--- src/rtl/frame_source_sequencer.sv ---
// frame_source_sequencer
//   Runs one capture frame at a time from either the live VGA capture or the
//   static image generator into the image-buffer-writer pixel path. The
//   source selection is latched only between frames, so a frame always comes
//   from a single source.
//
// Ports
//   clock, reset        : capture/writer clock, synchronous active-high reset
//   enable              : when low, no new frame is started
//   src_sel             : 0 = VGA, 1 = static image (sampled on IDLE->REQ)
//   start / start_ack   : frame request from the writer / one-cycle accept pulse
//   vga_*               : VGA source handshake and pixel stream
//   img_*               : static image source handshake and pixel stream
//   video, video_valid  : registered merged 8-bit pixel stream
//   frame_done          : pulse coincident with the last pixel of a frame
//   frame_count         : completed frames, wraps 255->0
//   active_src          : latched source selection
//   error               : sticky timeout flag, cleared only by reset
module frame_source_sequencer #(
   parameter int unsigned N_PIXEL = 480000,
   parameter int unsigned CNT_W   = 19,
   parameter int unsigned TIMEOUT = 1048576,
   parameter int unsigned TO_W    = 21
) (
   input  logic       clock,
   input  logic       reset,
   input  logic       enable,
   input  logic       src_sel,
   input  logic       start,
   output logic       start_ack,
   output logic       vga_start,
   input  logic       vga_start_ack,
   input  logic [7:0] vga_video,
   input  logic       vga_video_valid,
   output logic       img_start,
   input  logic       img_start_ack,
   input  logic [7:0] img_video,
   input  logic       img_video_valid,
   output logic [7:0] video,
   output logic       video_valid,
   output logic       frame_done,
   output logic [7:0] frame_count,
   output logic       active_src,
   output logic       error
);

   typedef enum logic [1:0] {
      IDLE,
      REQ,
      STREAM
   } state_t;

   state_t           state;
   state_t           state_nxt;
   logic [CNT_W-1:0] pix_cnt;
   logic [TO_W-1:0]  to_cnt;

   logic       sel_ack;
   logic       sel_valid;
   logic [7:0] sel_video;
   logic       launch;
   logic       ack_hit;
   logic       pix_hit;
   logic       last_pix;
   logic       timed_out;

   always_comb begin
      sel_ack   = active_src ? img_start_ack   : vga_start_ack;
      sel_valid = active_src ? img_video_valid : vga_video_valid;
      sel_video = active_src ? img_video       : vga_video;

      launch    = (state == IDLE) && start && enable;
      ack_hit   = (state == REQ) && sel_ack;
      pix_hit   = (state == STREAM) && sel_valid;
      last_pix  = pix_hit && (pix_cnt == CNT_W'(N_PIXEL - 1));
      // Progress in the same cycle as the last timeout count wins over abort.
      timed_out = ((state == REQ) || (state == STREAM)) && !ack_hit && !pix_hit &&
                  (to_cnt == TO_W'(TIMEOUT - 1));

      // Source requests come straight from the state, so they drop on the
      // same edge that leaves REQ (ack or timeout).
      vga_start = (state == REQ) && !active_src;
      img_start = (state == REQ) &&  active_src;

      state_nxt = state;
      case (state)
         IDLE:    if (launch) state_nxt = REQ;
         REQ:     if (ack_hit) state_nxt = STREAM;
                  else if (timed_out) state_nxt = IDLE;
         STREAM:  if (last_pix || timed_out) state_nxt = IDLE;
         default: state_nxt = IDLE;
      endcase
   end

   always_ff @(posedge clock) begin
      if (reset) begin
         state       <= IDLE;
         pix_cnt     <= '0;
         to_cnt      <= '0;
         active_src  <= 1'b0;
         start_ack   <= 1'b0;
         video       <= '0;
         video_valid <= 1'b0;
         frame_done  <= 1'b0;
         frame_count <= '0;
         error       <= 1'b0;
      end else begin
         state       <= state_nxt;
         start_ack   <= ack_hit;
         video_valid <= pix_hit;
         frame_done  <= last_pix;

         if (launch) active_src <= src_sel;
         if (pix_hit) video <= sel_video;
         if (last_pix) frame_count <= frame_count + 8'd1;
         if (timed_out) error <= 1'b1;

         if (last_pix || timed_out) pix_cnt <= '0;
         else if (pix_hit)          pix_cnt <= pix_cnt + CNT_W'(1);

         if ((state == IDLE) || ack_hit || pix_hit || timed_out) to_cnt <= '0;
         else                                                    to_cnt <= to_cnt + TO_W'(1);
      end
   end

endmodule
--- config.mk ---
export PLATFORM = sky130hd
export DESIGN_NAME = frame_source_sequencer
export DESIGN_NICKNAME = d
export VERILOG_FILES = /design/src/rtl/frame_source_sequencer.sv
export SDC_FILE = /design/constraint.sdc
export NUM_CORES = 1
export LEC_CHECK = 0
export BUFFER_PORTS_ARGS = -buffer_cell sky130_fd_sc_hd__buf_2
export CAP_MARGIN = 40
export CORE_MARGIN = 1.5
export CORE_UTILIZATION = 45
export CTS_CLUSTER_DIAMETER = 150
export DETAILED_ROUTE_END_ITERATION = 8
export PLACE_DENSITY_LB_ADDON = 0.2
export SLEW_MARGIN = 30
export SYNTH_ARGS = -nofsm -noshare
export SYNTH_HDL_FRONTEND = slang
export SYNTH_SLANG_ARGS = --single-unit
--- constraint.sdc ---
create_clock -name clock -period 2.35 [get_ports clock]
set_input_delay 0.235 -clock clock [delete_from_list [all_inputs] [get_ports clock]]
set_output_delay 0.235 -clock clock [all_outputs]
set_load 0.02 [all_outputs]
==> flow_metrics.py <==
metrics = {
    "drt": {
        "viasPerCell": 4.92,
        "num_vias": 2201,
        "finalWirelength_mm": 5.48,
        "ant_nets": 0,
        "firstDrtPassIters": 4,
        "first_iter_violations": 73,
        "wl_per_cell_um": 12.2,
        "drc_errors": 0,
    },
    "synthesis": {
        "ys_seq_area_share_pct": 43.4,
        "synth-seq-cells": 63,
        "synth.cell_area_um2": 2910,
        "synth.avg_cell_area_um2": 9.18,
        "synthCells": 317,
        "ys_top_cells_by_area": "dfxtp_1 (43%), nor2_1 (8.6%), xnor2_1 (7.5%), xor2_1 (5.1%), mux2i_1 (3.4%)",
        "synth_top_cell_by_area": "dfxtp_1",
        "syn_nets": 345,
        "yosys_warnings": 0,
        "synth.distinct_cells": 44,
        "synth_top_cell_area_share_pct": 43.4,
    },
    "setup_path": {
        "crit_buf_inv": 0,
        "crit_family": "simple AND/OR/NAND/NOR gates",
        "cp_slowest_cell": "nor4_4",
        "path_class": "register to register",
        "arrival_ns": 2.12,
        "start_kind": "register",
        "crit_chain": "ha_1, nand4b_1, nor4_4, nand2_4, nand3b_4, nor2_1",
        "worstPathMaxFanout": 19,
        "rrSetupSlack_ns": 0.45,
        "critPathMaxStageDelay_ns": 0.56,
        "cp.required_ns": 2.57,
        "rr_worst_depth": 6,
        "worstSetupEndpointType": "register",
        "cp.depth": 6,
        "reg2reg_from": "pix_cnt[0]",
        "reg2reg_to": "pix_cnt[15]",
    },
    "power": {
        "power_density_nw_per_um2": 655,
        "p_leak_uw": 0.00135,
        "ir_drop_uv": 517,
    },
    "finish": {
        "final_common_cell": "nor2_1",
        "fill_cells": 584,
        "final_cell_mix": "nor2_1 (67), dfxtp_1 (63), buf_2 (47)",
        "area_growth_pct": 16.7,
        "drive_gt1_share_pct": 21.9,
        "finalNetCount": 393,
        "final_core_util_pct": 53.8,
        "diodes": 0,
        "stdcell_count": 447,
    },
    "global_routing": {
        "grt_use_total_pct": 17.4,
        "grt_overflow_total": 0,
        "antenna_found_initial": 0,
        "grt_pass1_wl_mm": 9.74,
        "grt_pass1_vias": 2114,
        "grt_max_degree": 25,
    },
    "clocking": {
        "clk_path_buf_depth": 2,
        "clock_sinks": 63,
        "clkLatencyLatePin_ns": 0.34,
        "cts_resized": 0,
        "post_cts_buffers": 0,
        "cts-root-buf": "clkbuf_8",
        "cts_inserted_buffers": 9,
        "clk_pin_slew_ns": 0.07,
        "cts.htree.levels": 3,
        "cts_tree": "built",
        "ctsHoldBuffers": 0,
    },
    "timing": {
        "worstMarginPinSlew_ns": 0.539,
        "finalClockSkew_ns": 0.00787,
        "rsz0062_at_grt": "no",
        "hold_violations": 0,
        "period_minus_slack_ns": 1.90,
        "slew_viol_final": 0,
        "setup-tns-final_ns": 0,
        "finalCritPeriodShare_pct": 80.9,
        "finalSetupViolations": 0,
        "clock.fmax_mhz": 526,
        "hold_ws_ns": 0.145,
        "maxSlewHeadroom_pct": 63.8,
    },
    "die": {
        "coreArea_um2": 6310,
        "die_w_um": 83.4,
        "die_h_um": 83.4,
        "rows": 29,
        "start_util_pct": 46.1,
        "io_pins": 48,
        "dieArea_um2": 6960,
    },
    "status": {
        "status": "completed",
    },
    "hold_path": {
        "min_from": "src_sel",
        "worst_hold_path.endpoint": "active_src",
        "min_path_type": "input pin to register",
        "min_path_cells": 3,
    },
    "place": {
        "place.gp.congestion": 0.742,
        "dpl.hpwl_mm": 3.90,
        "port_buffers": 47,
        "placed_cells": 431,
    },
    "job": {
        "max_cap_violations": 0,
    },
}
[tightest hold or removal path, stage by stage]
cell,delay (ns)
buf_2,0.08
mux2i_1,0.06
nor2_1,0.08
[layer usage]
metal | vias up | part of all wire [%] | global-route usage (%)
li1 | 1168 | - | -
met1 | 1013 | 48 | 22.1
met2 | 18 | 49 | 27.7
met3 | 2 | 2.1 | 5.07
met4 | 0 | 0.53 | 6.82
met5 | - | 0 | 0
[state kept, by name, summed over array words and instances, names as in the netlist]
name / count
active_src: 1
start_ack: 1
to_cnt: 21
frame_count: 8
error: 1
pix_cnt: 19
frame_done: 1
state: 2
video: 8
video_valid: 1
[final cells by class]
type                            instances  area [µm²]  area share, %
Multi-Input combinational cell        233        1530           45.2
Sequential cell                        63        1260           37.2
Timing Repair Buffer                   51         265           7.81
Clock buffer                            9         124           3.65
Tap cell                               77        96.3           2.84
Clock inverter                          7        87.6           2.58
Inverter                                7        26.3          0.774
[logic make-up (layout without fill, tap and decap cells)]
kind of cell	count (synthesis)	count (layout)	synth area share [%]
XOR/XNOR	42	42	12.6
AO/OA/AOI/OAI	19	19	4.69
buffers and inverters	21	74	3.91
flip-flops	63	63	43.4
adder cells (fa/ha/maj)	3	3	1.29
multiplexers	13	13	4.82
AND/OR/NAND/NOR	156	156	29.3
[worst max path at each step]
| stage | startpoint | endpoint | slack (ns) |
|---|---|---|---|
| floorplan | active_src | to_cnt[19] | 0.56 |
| global placement | pix_cnt[0] | pix_cnt[15] | 0.51 |
| detailed placement | pix_cnt[0] | pix_cnt[15] | 0.43 |
| CTS | pix_cnt[0] | pix_cnt[15] | 0.42 |
| global route | pix_cnt[0] | pix_cnt[12] | 0.30 |
| finish | pix_cnt[0] | pix_cnt[15] | 0.45 |
[through the flow]
step	power [µW]	worst slack [ns]	instance area, µm²
after floorplan	1200	0.558	2910
after global placement	1240	0.508	3180
after detailed placement	1250	0.433	3180
after CTS	2260	0.421	3390
after global routing	2320	0.297	3390
final	2220	0.450	3390
[synth_stat cells, drive strengths merged]
cell    count
xnor2      25
and2        4
nand2      18
a22oi       1
dfxtp      63
clkbuf      8
buf         6
a21oi       6
ha          3
nor2       67
and2b       1
a211oi      8
inv         7
and3       10
a211o       1
nor3b       1
nor4        4
nand4      12
and4b       1
nor3        7
xor2       17
nand3      12
nor2b       3
nand2b      3
a31oi       1
mux2i      11
nand4b      2
mux2        2
nor4bb      1
nand3b      1
or3         3
o21ai       2
and4        6
[power by group]
part	switching, µW	total (µW)	internal [µW]
combinational	75.8	131	55.5
clock	415	1000	589
sequential	9.03	1090	1080
total	500	2220	1720
(Power assumes the default switching activity.)
